File: src/rtl/mem_if_v2_pkg.sv
// Shared types and defaults for the mem_if_v2 storage block.
// The parity helper is only referenced when MEM_IF_V2_PARITY_EN is defined.
package mem_if_v2_pkg;

    typedef enum logic {
        INIT  = 1'b0,
        READY = 1'b1
    } state_t;

    localparam int DEF_ADDR_W   = 3;
    localparam int DEF_DATA_W   = 1;
    localparam int DEF_DEPTH    = 8;
    localparam int DEF_INIT_VAL = 0;

    // Even parity: the returned bit makes the total number of ones even.
    function automatic logic even_parity(input logic [63:0] data);
        return ^data;
    endfunction

endpackage

File: src/rtl/mem_if_v2_array.sv
// DEPTH x WORD_W storage with one write port and a combinational read port.
// A same-cycle write to the read address is forwarded (write-first).
module mem_if_v2_array #(
    parameter int ADDR_W = 3,
    parameter int WORD_W = 1,
    parameter int DEPTH  = 8
) (
    input  logic              clk,
    input  logic              wr_en,
    input  logic [ADDR_W-1:0] wr_addr,
    input  logic [WORD_W-1:0] wr_word,
    input  logic [ADDR_W-1:0] rd_addr,
`ifdef MEM_IF_V2_PARITY_EN
    output logic              rd_bypass,
`endif
    output logic [WORD_W-1:0] rd_word
);

    logic [WORD_W-1:0] mem [DEPTH];
    logic              hit;

    // NOTE: the array has no reset; the init sweep gives every entry a defined value.
    always_ff @(posedge clk) begin
        if (wr_en) begin
            mem[wr_addr] <= wr_word;
        end
    end

    assign hit     = wr_en && (wr_addr == rd_addr);
    assign rd_word = hit ? wr_word : mem[rd_addr];

`ifdef MEM_IF_V2_PARITY_EN
    assign rd_bypass = hit;
`endif

endmodule

File: src/rtl/mem_if_v2.sv
// Method-style memory with en/rdy handshakes, registered read and an init sweep.
// Define MEM_IF_V2_PARITY_EN to add per-entry even parity, err_inject and read_err.
module mem_if_v2
    import mem_if_v2_pkg::*;
#(
    parameter int                ADDR_W   = DEF_ADDR_W,
    parameter int                DATA_W   = DEF_DATA_W,
    parameter int                DEPTH    = DEF_DEPTH,
    parameter logic [DATA_W-1:0] INIT_VAL = DATA_W'(DEF_INIT_VAL)
) (
    input  logic              CLK,
    input  logic              RST_N,
    input  logic [ADDR_W-1:0] write_address,
    input  logic [DATA_W-1:0] write_data,
    input  logic              write_en,
    output logic              write_rdy,
    input  logic [ADDR_W-1:0] read_address,
    input  logic              read_en,
    output logic              read_rdy,
    output logic [DATA_W-1:0] read_data,
    output logic              read_valid,
`ifdef MEM_IF_V2_PARITY_EN
    input  logic              err_inject,
    output logic              read_err,
`endif
    input  logic              clear_en,
    output logic              clear_rdy,
    output logic              busy
);

`ifdef MEM_IF_V2_PARITY_EN
    localparam int WORD_W = DATA_W + 1;
`else
    localparam int WORD_W = DATA_W;
`endif
    localparam int              PTR_W    = (DEPTH > 1) ? $clog2(DEPTH) : 1;
    localparam logic [PTR_W-1:0] LAST_PTR = PTR_W'(DEPTH - 1);

    state_t            state_q, state_d;
    logic [PTR_W-1:0]  sweep_q, sweep_d;
    logic              ready, write_fire, read_fire;
    logic              wr_in_range, rd_in_range;
    logic              arr_wr_en;
    logic [ADDR_W-1:0] arr_wr_addr;
    logic [WORD_W-1:0] arr_wr_word, init_word, user_word, rd_word;

    assign ready       = (state_q == READY);
    assign write_rdy   = ready;
    assign read_rdy    = ready;
    assign clear_rdy   = ready;
    assign busy        = !ready;
    assign write_fire  = write_en && ready;
    assign read_fire   = read_en && ready;
    assign wr_in_range = int'(write_address) < DEPTH;
    assign rd_in_range = int'(read_address) < DEPTH;

`ifdef MEM_IF_V2_PARITY_EN
    logic rd_bypass;
    assign init_word = {even_parity(64'(INIT_VAL)), INIT_VAL};
    assign user_word = {even_parity(64'(write_data)) ^ err_inject, write_data};
`else
    assign init_word = INIT_VAL;
    assign user_word = write_data;
`endif

    // NOTE: every always_comb output gets a default first so no latch is inferred.
    always_comb begin
        arr_wr_en   = 1'b0;
        arr_wr_addr = write_address;
        arr_wr_word = user_word;
        if (!ready) begin
            arr_wr_en   = 1'b1;
            arr_wr_addr = ADDR_W'(sweep_q);
            arr_wr_word = init_word;
        end else if (write_fire && wr_in_range) begin
            arr_wr_en = 1'b1;
        end
    end

    mem_if_v2_array #(
        .ADDR_W (ADDR_W),
        .WORD_W (WORD_W),
        .DEPTH  (DEPTH)
    ) u_array (
        .clk       (CLK),
        .wr_en     (arr_wr_en),
        .wr_addr   (arr_wr_addr),
        .wr_word   (arr_wr_word),
        .rd_addr   (read_address),
`ifdef MEM_IF_V2_PARITY_EN
        .rd_bypass (rd_bypass),
`endif
        .rd_word   (rd_word)
    );

    always_comb begin
        state_d = state_q;
        sweep_d = sweep_q;
        unique case (state_q)
            INIT: begin
                // The pointer parks on the last entry; clear re-arms it to zero.
                if (sweep_q == LAST_PTR) begin
                    state_d = READY;
                end else begin
                    sweep_d = sweep_q + PTR_W'(1);
                end
            end
            READY: begin
                if (clear_en) begin
                    state_d = INIT;
                    sweep_d = '0;
                end
            end
        endcase
    end

    // NOTE: sequential state uses non-blocking assignments only.
    always_ff @(posedge CLK or negedge RST_N) begin
        if (!RST_N) begin
            state_q <= INIT;
            sweep_q <= '0;
        end else begin
            state_q <= state_d;
            sweep_q <= sweep_d;
        end
    end

    always_ff @(posedge CLK or negedge RST_N) begin
        if (!RST_N) begin
            read_data  <= '0;
            read_valid <= 1'b0;
        end else begin
            read_valid <= read_fire;
            if (read_fire) begin
                read_data <= rd_in_range ? rd_word[DATA_W-1:0] : '0;
            end
        end
    end

`ifdef MEM_IF_V2_PARITY_EN
    // A forwarded word carries freshly computed parity, so it never flags an error.
    always_ff @(posedge CLK or negedge RST_N) begin
        if (!RST_N) begin
            read_err <= 1'b0;
        end else begin
            read_err <= read_fire && rd_in_range && !rd_bypass &&
                        (rd_word[DATA_W] != even_parity(64'(rd_word[DATA_W-1:0])));
        end
    end
`endif

endmodule

File: config.mk
export PLATFORM = sky130hd
export DESIGN_NAME = mem_if_v2
export DESIGN_NICKNAME = d
export VERILOG_FILES = /design/src/rtl/mem_if_v2_pkg.sv /design/src/rtl/mem_if_v2_array.sv /design/src/rtl/mem_if_v2.sv
export SDC_FILE = /design/constraint.sdc
export NUM_CORES = 1
export LEC_CHECK = 0
export CAP_MARGIN = 30
export CORE_UTILIZATION = 48
export DETAILED_ROUTE_END_ITERATION = 12
export GPL_ROUTABILITY_DRIVEN = 0
export GPL_TIMING_DRIVEN = 1
export PLACE_DENSITY_LB_ADDON = 0.12
export SYNTH_ARGS = -nofsm -noshare
export SYNTH_HDL_FRONTEND = slang
export SYNTH_SLANG_ARGS = --single-unit
File: constraint.sdc
create_clock -name CLK -period 1.8 [get_ports CLK]
set_input_delay 0.27 -clock CLK [delete_from_list [all_inputs] [get_ports CLK]]
set_output_delay 0.27 -clock CLK [all_outputs]
set_load 0.05 [all_outputs]
==> flow_summary.json <==
{
  "drv_slew": 0,
  "start_util": 0.522,
  "reg2reg_from": "clear_rdy",
  "tightest_slew_ns": 0.486,
  "netlist-cell-type-count": 27,
  "yosysTopAreaCell": "edfxtp_1",
  "grt_pass1_vias": 551,
  "endpoint_kind": "output port",
  "fmax_mhz": 587,
  "final_area_um2": 1060,
  "cellPowerDensity_nw_per_um2": 1580,
  "synthCells": 74,
  "critical_path_class": "reg -> out",
  "drtIter0Drc": 17,
  "yosys.area.top_type_share": 0.299,
  "root_buffer": "clkbuf_4",
  "antenna_found_initial": 0,
  "die_w_um": 42.9,
  "cp.required_ns": 1.53,
  "cts_resized": 0,
  "ir_drop_v": 0.00128,
  "crit_path_start_kind": "flop",
  "cts_made_buffers": 3,
  "io_pins": 18,
  "slew_headroom": 0.675,
  "core_um2": 1540,
  "whs_ns": 0.224,
  "min_path_type": "in -> async",
  "slowest_delay_ns": 0.80,
  "swShare": 0.438,
  "drc": 0,
  "track_usage": 0.179,
  "p_leak_nw": 0.428,
  "final-hold-violation-count": 0,
  "die_area_um2": 1840,
  "drive_gt1_frac": 0.161,
  "power_frac_comb": 0.525,
  "yosysSeqAreaShare": 0.485,
  "p_total_mw": 1.68,
  "cp_num_buf_inv": 1,
  "p_seq_frac": 0.365,
  "diodes": 0,
  "clock_path_buffers": 2,
  "r2r_cells": 3,
  "nets": 108,
  "finalCriticalPeriod_ns": 1.70,
  "grt_max_degree": 25,
  "postPlaceCellArea_um2": 1030,
  "finalSetupTns_ns": 0,
  "setup_viol": 0,
  "outcome": "complete, no violations",
  "routed_via_density": 5.89,
  "rsz0062_at_grt": "false",
  "vias": 642,
  "maxCapViolCount": 0,
  "syn_nets": 88,
  "drt.antenna.violating_nets": 0,
  "p_sw_uw": 737,
  "crit_fanout": 2,
  "clock-sinks": 14,
  "grt_pass1_wl_mm": 2.39,
  "worstReg2RegEnd": "u_array.mem[7]",
  "cp.arrival_ns": 1.43,
  "p_int_uw": 946,
  "cpLargestDelayFamily": "buffers and inverters",
  "wl_mm": 1.53,
  "grt.overflow.total": 0,
  "fin_skew_ns": 0.000857,
  "rows": 14,
  "finalCritPeriodShare": 0.947,
  "cts_setup_buffers": 0,
  "hold_buffers": 0,
  "final_util": 0.689,
  "crit_chain": "clkdlybuf4s50_1",
  "cts_tree": "yes",
  "slowest_stage": "clkdlybuf4s50_1",
  "clk_pin_slew_ns": 0.08,
  "yosysWarnings": 0,
  "routedWlPerCell_um": 14.0,
  "synthTopCellsByArea": "edfxtp_1, dfrtp_1, mux4_1",
  "final_common_cell": "clkdlybuf4s50_1",
  "clk_latency_ns": 0.28,
  "r2r_setup_slack_ns": 0.19,
  "syn-cell-area_um2": 805,
  "synth-seq-cells": 14,
  "portBuffers": 17,
  "die_y_um": 42.9,
  "syn_to_final_growth_pct": 32.0,
  "final_cell_mix": "clkdlybuf4s50_1, nor2_1, edfxtp_1",
  "synth_area_per_cell_um2": 10.9,
  "first_pass_iters": 5,
  "p_clk_frac": 0.110,
  "cts_max_level": 1
}
-- power groups by stage --
stage	logic (mW)	clock network, mW	registers, mW
2_1_floorplan	0.605	0	0.636
3_3_place_gp	0.860	0	0.617
3_5_place_dp	0.878	0	0.622
4_1_cts	0.880	0.185	0.615
5_1_grt	0.964	0.195	0.636
6_report	0.883	0.186	0.615
-- worst max-delay path by stage --
stage / startpoint / to / depth (start not counted) / slack, ns
2_1_floorplan: clear_rdy / u_array.mem[4] / 6 / -0.02
3_3_place_gp: read_address[1] / read_data / 5 / -0.25
3_5_place_dp: read_address[1] / read_data / 5 / -0.29
4_1_cts: read_address[1] / read_data / 5 / 0.01
5_1_grt: read_data / read_data / 1 / 0.05
6_report: read_data / read_data / 1 / 0.1
-- per-stage QoR --
step / worst slack, ns / cells
6_report: 0.0955 / 109
5_1_grt: 0.0471 / 109
4_1_cts: 0.0114 / 109
3_5_place_dp: -0.288 / 105
3_3_place_gp: -0.245 / 105
2_1_floorplan: -0.0192 / 74
-- synth_stat cells --
cell type	number
nor2_1	11
edfxtp_1	8
dfrtp_1	6
nand2_1	6
xor2_1	5
inv_1	4
mux2i_1	4
o22ai_1	4
a21oi_1	3
a31oi_1	3
buf_4	2
ha_1	2
mux4_1	2
a2bb2oi_1	1
a311oi_1	1
a41oi_1	1
and2_1	1
and3_1	1
buf_1	1
buf_2	1
clkbuf_1	1
mux2_2	1
nor2b_1	1
nor3_1	1
nor3b_1	1
o32a_1	1
o32ai_1	1
-- worst register-to-register path: cells and delay by family, from the launching register on --
family                 cells  cell delay (ns)
AOI/OAI and AO/OA          1             0.38
DFF                        1             0.64
buffers and inverters      1             0.25
and+or+nand+nor            1             0.11
-- layer usage --
metal / vias up / wire, µm / track usage
li1: 310 / - / -
met1: 304 / 693 / 0.244
met2: 26 / 717 / 0.279
met3: 2 / 101 / 0.0383
met4: 0 / 14 / 0.0727
met5: - / 0 / 0
-- area by class of cell --
type                    count  area, µm²
flip-flops and latches     14        392
clock buffers               3       22.5
repair buffers             20        223
fillers                   131        479
multi-input cells          51        383
inverters                   4       18.8
clock inverters             1       3.75
well taps                  16       20.0
-- cells by family (layout without fill, tap and decap cells) --
logic type,count (synthesis),in the layout,share of synthesized area
AND/OR/NAND/NOR,22,22,0.118
AO/OA/AOI/OAI,15,15,0.129
flip-flops,14,14,0.485
multiplexers,7,7,0.129
adder cells (fa/ha/maj),2,2,0.0311
buffers and inverters,9,28,0.0529
XOR/XNOR,5,5,0.0544
-- state kept, by name, summed over array words and instances (netlist names) --
signal and flops:
read_data 1, read_valid 1, sweep_q 3, clear_rdy 1, u_array.mem 8
Note: power is estimated with default switching activity, not from simulation.
